## config.mk

```make
export PLATFORM = sky130hd
export DESIGN_NAME = tilelink_arbiter
export DESIGN_NICKNAME = d
export VERILOG_FILES = /design/src/rtl/tilelink_pkg.sv /design/src/rtl/tlarb_pkg.sv /design/src/rtl/tlarb_rr_pick.sv /design/src/rtl/tilelink_arbiter.sv
export SDC_FILE = /design/constraint.sdc
export NUM_CORES = 1
export LEC_CHECK = 0
export CAP_MARGIN = 40
export CORE_AREA = 2 2 152 154
export DETAILED_ROUTE_END_ITERATION = 12
export DIE_AREA = 0 0 154 156
export DONT_BUFFER_PORTS = 1
export GPL_ROUTABILITY_DRIVEN = 0
export HOLD_SLACK_MARGIN = 0.12
export SYNTH_ARGS = -nofsm -noshare
export SYNTH_HDL_FRONTEND = slang
export SYNTH_SLANG_ARGS = --single-unit
```

## constraint.sdc

```tcl
create_clock -name clock -period 5.15 [get_ports clock]
set_input_delay 1.03 -clock clock [delete_from_list [all_inputs] [get_ports clock]]
set_output_delay 1.03 -clock clock [all_outputs]
set_load 0.02 [all_outputs]
```

## src/rtl/tilelink_pkg.sv

```systemverilog
// TileLink-UL A/D channel payloads shared by the pinwheel data-side bus.
package tilelink_pkg;

    typedef struct packed {
        logic        a_valid;
        logic [2:0]  a_opcode;
        logic [2:0]  a_param;
        logic [1:0]  a_size;
        logic [3:0]  a_source;
        logic [31:0] a_address;
        logic [3:0]  a_mask;
        logic [31:0] a_data;
    } tilelink_a;

    typedef struct packed {
        logic        d_valid;
        logic [2:0]  d_opcode;
        logic [1:0]  d_param;
        logic [1:0]  d_size;
        logic [3:0]  d_source;
        logic        d_sink;
        logic [31:0] d_data;
        logic        d_error;
    } tilelink_d;

endpackage

```

## src/rtl/tlarb_pkg.sv

```systemverilog
// Arbiter-local state encoding and TileLink opcode/timeout constants.
package tlarb_pkg;

    typedef enum logic [1:0] {IDLE, REQ, RESP} tlarb_state_e;

    localparam logic [2:0]  TL_OP_GET             = 3'd4;
    localparam logic [2:0]  TL_OP_ACCESS_ACK      = 3'd0;
    localparam logic [2:0]  TL_OP_ACCESS_ACK_DATA = 3'd1;
    localparam logic [31:0] TLARB_TIMEOUT_DATA    = 32'hDEADBEEF;

endpackage

```

## src/rtl/tlarb_rr_pick.sv

```systemverilog
// Two-way request picker: sole requester wins, ties go to m0 when fixed,
// otherwise to the master that did not win last.
module tlarb_rr_pick (
    input  logic [1:0] req,
    input  logic       rr_last,
    input  logic       fixed,
    output logic [1:0] grant
);
    always_comb begin
        grant = 2'b00;
        case (req)
            2'b01:   grant = 2'b01;
            2'b10:   grant = 2'b10;
            2'b11:   grant = (fixed || rr_last) ? 2'b01 : 2'b10;
            default: grant = 2'b00;
        endcase
    end
endmodule

```

## src/rtl/tilelink_arbiter.sv

```systemverilog
// Two-master TileLink-UL arbiter, one transaction in flight, A registered to slave.
// Define TILELINK_ARBITER_TIMEOUT_EN to add the RESP watchdog (error D after TIMEOUT_CYCLES).
module tilelink_arbiter
    import tilelink_pkg::*;
    import tlarb_pkg::*;
#(
    parameter int FIXED_PRIORITY = 0,
    parameter int TIMEOUT_CYCLES = 256
) (
    input  logic      clock,
    input  logic      reset_in,
    input  tilelink_a m0_tla,
    output logic      m0_a_ready,
    output tilelink_d m0_tld,
    input  tilelink_a m1_tla,
    output logic      m1_a_ready,
    output tilelink_d m1_tld,
    output tilelink_a s_tla,
    input  logic      s_a_ready,
    input  tilelink_d s_tld,
    output logic      busy,
    output logic      err_stray
);
    if (TIMEOUT_CYCLES < 2) begin : g_bad_timeout
        $error("TIMEOUT_CYCLES must be >= 2");
    end

    tlarb_state_e state_q, state_d;
    tilelink_a    s_tla_q;
    tilelink_d    d_fwd;
    logic         rr_last_q, owner_q, err_stray_q, d_fire;
    logic [1:0]   req, grant;

    assign req = {m1_tla.a_valid, m0_tla.a_valid};

    tlarb_rr_pick u_pick (
        .req     (req),
        .rr_last (rr_last_q),
        .fixed   (FIXED_PRIORITY != 0),
        .grant   (grant)
    );

`ifdef TILELINK_ARBITER_TIMEOUT_EN
    localparam int CNT_W = $clog2(TIMEOUT_CYCLES + 1);
    logic [CNT_W-1:0] to_cnt_q;

    always_ff @(posedge clock or posedge reset_in) begin
        if (reset_in)
            to_cnt_q <= '0;
        else if (state_q == REQ && s_a_ready)
            to_cnt_q <= '0;
        else if (state_q == RESP)
            to_cnt_q <= to_cnt_q + CNT_W'(1);
    end
`endif

    always_comb begin
        state_d = state_q;
        d_fwd   = s_tld;
        d_fire  = 1'b0;
        case (state_q)
            IDLE: if (|req) state_d = REQ;
            REQ:  if (s_a_ready) state_d = RESP;
            RESP: begin
                if (s_tld.d_valid) begin
                    d_fire  = 1'b1;
                    state_d = IDLE;
                end
`ifdef TILELINK_ARBITER_TIMEOUT_EN
                // A real response in the expiry cycle takes precedence
                else if (to_cnt_q == CNT_W'(TIMEOUT_CYCLES)) begin
                    d_fire         = 1'b1;
                    state_d        = IDLE;
                    d_fwd          = '0;
                    d_fwd.d_valid  = 1'b1;
                    d_fwd.d_error  = 1'b1;
                    d_fwd.d_data   = TLARB_TIMEOUT_DATA;
                    d_fwd.d_opcode = (s_tla_q.a_opcode == TL_OP_GET) ? TL_OP_ACCESS_ACK_DATA
                                                                     : TL_OP_ACCESS_ACK;
                    d_fwd.d_source = s_tla_q.a_source;
                    d_fwd.d_size   = s_tla_q.a_size;
                end
`endif
            end
            default: state_d = IDLE;
        endcase
    end

    always_ff @(posedge clock or posedge reset_in) begin
        if (reset_in) begin
            state_q     <= IDLE;
            rr_last_q   <= 1'b1;
            owner_q     <= 1'b0;
            s_tla_q     <= '0;
            err_stray_q <= 1'b0;
        end else begin
            state_q <= state_d;
            if (s_tld.d_valid && state_q != RESP)
                err_stray_q <= 1'b1;
            case (state_q)
                IDLE: if (|req) begin
                    s_tla_q   <= grant[1] ? m1_tla : m0_tla;
                    owner_q   <= grant[1];
                    rr_last_q <= grant[1];
                end
                // Payload is kept through RESP so the watchdog can echo source/size
                REQ: if (s_a_ready) s_tla_q.a_valid <= 1'b0;
                default: ;
            endcase
        end
    end

    assign m0_a_ready = (state_q == IDLE) && grant[0];
    assign m1_a_ready = (state_q == IDLE) && grant[1];
    assign m0_tld     = (d_fire && !owner_q) ? d_fwd : '0;
    assign m1_tld     = (d_fire &&  owner_q) ? d_fwd : '0;
    assign s_tla      = s_tla_q;
    assign busy       = (state_q != IDLE);
    assign err_stray  = err_stray_q;
endmodule

```

# Word-level counts from Yosys, hierarchy flattened
# Index checks and enable logic that the tools add are counted.
# W data, S select, Z words.
totals:
  register_bits: 86
  latchBits: 0
  mem_bits_rw: 0
  mem_bits_ro: 0
  input_bits: 211
  out_inout_bits: 177
  elab_cells: 48
  memories: 0
op_classes:
  addsub: 0
  n_mul: 0
  n_div: 0
  order_cmp: 0
  n_eq_ne: 9
  shift: 0
  mux: 14
  bitwise_logic: 0
  reduce_logical: 13
ops:
  columns: ["operator", "count"]
  rows:
  - ["$mux W81", 2]
  - ["$mux W46", 2]
  - ["$pmux W2 S3", 2]
  - ["$mux W2", 4]
  - ["$ne A2 B2 Y1 const B", 4]
  - ["$eq A2 B2 Y1 const B", 3]
  - ["$reduce_and A3 Y1", 2]
  - ["$logic_and A1 B1 Y1", 5]
  - ["$eq A2 B1 Y1 const B", 2]
  - ["$reduce_bool A2 Y1", 2]
  - ["$mux W1", 3]
  - ["$logic_not A2 Y1", 1]
  - ["$pmux W1 S2", 1]
  - ["$reduce_and A2 Y1", 1]
  - ["$reduce_or A2 Y1", 1]
  - ["$logic_not A1 Y1", 1]

# Longest topological paths before layout
logic_depth:
  word_depth: 5
  depth_mapped: 5
  mapped_depth_nobuf: 4

# Cells and area by module
# From an unflattened synthesis, not the netlist that was laid out.
unflattened:
  hier_cells: 393
  hier_area_um2: 5277.6
modules_own_cells:
  columns: ["mod", "instances", "cells_each", "area_per_inst_um2", "seq_area_each_um2"]
  rows:
  - ["tilelink_arbiter", 1, 389, 5255.0, 2153.3]
  - ["tlarb_rr_pick", 1, 4, 22.5, 0.0]

# Worst setup path after synthesis
# OpenSTA, ideal clock, no wires.
synth_timing:
  kind: "input port to output port"
  from: "input port s_tld[45] in the netlist's numbering"
  to: "output port m1_tld[36] in the netlist's numbering"
  arrival_ps: 1905
  required_time_ps: 4120
  setup_slack_ps: 2215
  cell_stages: 4
  path_buffers: 2
  cell_sequence: "and4b_1 -> clkbuf_1 -> buf_2 -> and2_1"
synth_lines:
  columns: ["item", "line", "source"]
  rows:
  - ["start: declaration", "tilelink_arbiter.sv:20", "input tilelink_d s_tld,"]
  - ["end: declaration", "tilelink_arbiter.sv:17", "output tilelink_d m1_tld,"]

==> results summary <==
The top cell type's share of synthesized area came out at 47.4%. The die covers approximately 24,000 sq um. The signal on the critical path passes through nand2b_1, nor3b_4, buf_8, buf_4, and2_1.

The fraction of layout cells with a size suffix above 1 came out at about 8.1%. Cell internal power was estimated by the tool at 1950 uW. The effective utilization at floorplan came out at roughly 20%. The number of placement rows came out at between 50 and 60. The number of hold-repair buffers added at the cts stage is 0. In this run the power density over the cells is about 700 nW/um^2.

The combinational power share came out at 33.2%. TritonCTS built the clock tree. The chip width is 154 um.

The slowest stage of the critical path is the dfrtp_1 cell. The H-tree was split into 3 levels. Dividing the final minimum period by the clock period gives between 60 and 70%. In this run the vertical extent of the chip is about 160 um. The number of nets produced by synthesis came out at a little over 600. By area, the combinational part of the netlist is dominated by compound AO/OA/AOI/OAI gates.

The worst setup path is launched from a flip-flop. The number of instances in the synthesized netlist is 401. After routing, the total negative slack on setup checks comes to 0 ns.

The measured slew at the worst slew-check pin came out at slightly below 1 ns. The total count of max-transition violations in the final report came out at 0. Using the TritonRoute via totals, the vias-per-cell ratio works out to between 5 and 6. The time the worst path needs with I/O delays and setup came out at between 3 and 4 ns. The largest incremental delay on the critical path is 0.42 ns. The switching power share of the total is between 40% and 50%. The max-capacitance violation count came out at 0. For the worst setup path, the data arrival time is between 2 and 2.5 ns. The number of buffers on the longest clock path is 2.

The number of setup buffers added after CTS is 0. The number of nets in the layout is 587. The cell area after synthesis is roughly 4500 sq um. The residual DRC count came out at 0.

The number of instances resized during post-cts repair is 0. The number of distinct library cells after synthesis is 20. The reported net switching power came out at roughly 1600 uW. The highest fanout seen on the critical path is 31. The number of top-level design ports came out at 388. The number of hold violations in the final report is 0. The half-perimeter wire length of the detailed placement result came out at around 14,000 um. The design draws 3520 uW. The synthesized-area fraction occupied by ao, oa, aoi and oai cells came out at 31.9%. Counting flops and latches in the post-synthesis netlist gives 86.

The flow ran to the end, and the final reports show no timing, DRC or antenna violations. The total vias in the final route came out at 3,543. The share of the yosys chip area belonging to registers came out at between 40% and 50%. The CTS buffer count is 9.

The maximum number of pins on one net before global-route repair came out at 82. The setup violation total in the final timing report is 0. The via count of the first global-routing pass was roughly 3,400. The worst clock skew is 0.00497 ns.

Once detail routing completed, the nets flagged for antenna violations numbered 0. After the first detailed-routing iteration, the DRC count stood at about 270. The final layout contains routed wiring with a total length of ~17,000 um. The setup path with the least slack is of type reg -> out. For this run, the number of Yosys warnings is 0.

The number of antenna violations at the first check in global routing came to 1. The detail-routed net length per standard cell is between 20 and 30 um. The path class of the tightest hold or removal check is reg -> reg. Input and output buffers added on the ports amount to 0. The clock net sink count came out at between 80 and 90. The worst IR drop on VDD is ~0.00023 V. The multiplexer share of the synthesized area is 0%. The core region area is ~22,000 sq um.

The global-route usage over all layers is between 10% and 20%. The synthesized netlist devotes between 10 and 15% of its cell area to simple gates. Across all hold checks on the routed design, the worst slack comes to ~0.53 ns. The post-synthesis average cell area came out at ~11 sq um. The leakage power is 0.00205 uW. dfrtp_1 takes more of the synthesized area than any other cell. Sequential cells burn 47.3% of the power. For this run, the top clock speed supported by timing is 0.322 GHz. The critical path endpoint category is a primary output. Ranked by total cell area, the synthesized netlist is headed by dfrtp_1 (47%), a221o_1 (18%), o21a_1 (13%).

The synthesis-to-layout area growth is 12.2%. The global-route wire length before repair is approximately 23,000 um. The iteration count of the initial detailed-routing pass is 4.

The clock slew seen by the registers of the worst setup and hold paths came out at roughly 0.07 ns. The residual overflow from global routing came out at 0. After Yosys synthesis, XOR and XNOR cells account for 0% of the synthesized area. The clock latency reported for the late side of the worst-skew pair is around 0.34 ns. The cell sitting at the root of the clock tree is a clkbuf_16. Setup repair after global routing left no endpoint under its margin.

The synthesized netlist devotes 0% of its cell area to adder and majority cells. The worst pin sits at a relative slew slack of between 30% and 40%. Of the total power, the clock network draws roughly a fifth. The required time at the worst-slack endpoint is 4.12 ns.
[synthesized netlist by cell type, drive strengths merged]
cell and instances:
o21a 80, and3 2, buf 22, a221o 80
clkbuf 21, o21ai 2, and2 90, nand2b 2
nand3b 1, a21o 3, nor3b 1, nor2 3
inv 2, and4b 1, dfrtp 85, nand2 5
dfstp 1
[critical path, delay by kind of cell, from the launching register on]
family | cells | cell delay [ns]
simple gates | 3 | 0.90
flops | 1 | 0.42
buf+inv | 2 | 0.41
[through the flow]
| stage | instance area (sq um) | cells | worst slack (ns) | util, % |
|---|---|---|---|---|
| 2_1_floorplan | 4490 | 401 | 1.90 | - |
| 3_3_place_gp | 4660 | 647 | 1.74 | 20.8 |
| 3_5_place_dp | 4730 | 650 | 2.03 | 21.1 |
| 4_1_cts | 5030 | 666 | 2.02 | 22.5 |
| 5_1_grt | 5030 | 666 | 1.93 | 22.5 |
| 6_report | 5040 | 668 | 2.04 | 22.5 |
[final cells by class]
| cell class | instances | area [sq um] |
|---|---|---|
| Antenna cell | 2 | 5.00 |
| Clock buffer | 9 | 225 |
| Clock inverter | 7 | 80.1 |
| Fill cell | 2401 | 17300 |
| Inverter | 2 | 10.0 |
| Multi-Input combinational cell | 270 | 2110 |
| Sequential cell | 86 | 2150 |
| Tap cell | 285 | 357 |
| Timing Repair Buffer | 7 | 100 |
[layout by cell type, fill, tap and decap left out, types with 2 or more instances in the layout]
master     netlist  routed
dfrtp_1         85      85
inv_6            0       3
a221o_1         80      80
diode_2          0       2
buf_16           0       2
o21ai_0          2       2
o21a_1          80      80
nand2_1          5       5
and2_1          90      90
clkbuf_16        0       9
nand2b_1         2       2
a21o_1           3       3
and3_4           0       2
buf_4            0       4
[power by group through the flow]
stage | Combinational [uW] | Clock, uW | Sequential [uW]
2_1_floorplan | 1020 | 0 | 1560
3_3_place_gp | 1090 | 0 | 1670
3_5_place_dp | 1180 | 0 | 1670
4_1_cts | 1170 | 712 | 1670
5_1_grt | 1290 | 742 | 1700
6_report | 1170 | 685 | 1670
[routing by layer]
layer	global-route usage [%]	vias to the layer above	share of wire, %
li1	-	1458	-
met1	14.3	1770	36
met3	4.36	22	9.3
met2	25.5	293	53
met4	4.67	0	2.1
met5	0	-	0
[registers in the layout, indices dropped and copies added (netlist names)]
signal     count
rr_last_q      1
s_tla         81
err_stray      1
state_q        2
owner_q        1
[final timing paths]
check | from | slack [ns] | depth (start not counted) | to
setup reg to reg | state_q[0] | 3.14 | 5 | s_tla[47]
max in group asynchronous | reset_in | 3.55 | 2 | err_stray
hold reg to reg | rr_last_q | 0.53 | 1 | rr_last_q
min in group asynchronous | reset_in | 0.57 | 1 | s_tla[16]
hold / removal | rr_last_q | 0.53 | 1 | rr_last_q
setup / recovery | state_q[0] | 2.04 | 5 | m0_tld[12]
[cell families (layout without fill, tap and decap cells)]
logic type             after synthesis  in the layout
AOI/OAI and AO/OA                  165            165
and+or+nand+nor                    105            105
DFF                                 86             86
buffers and inverters               45             25
other                                0              2
(Power assumes the default switching activity.)
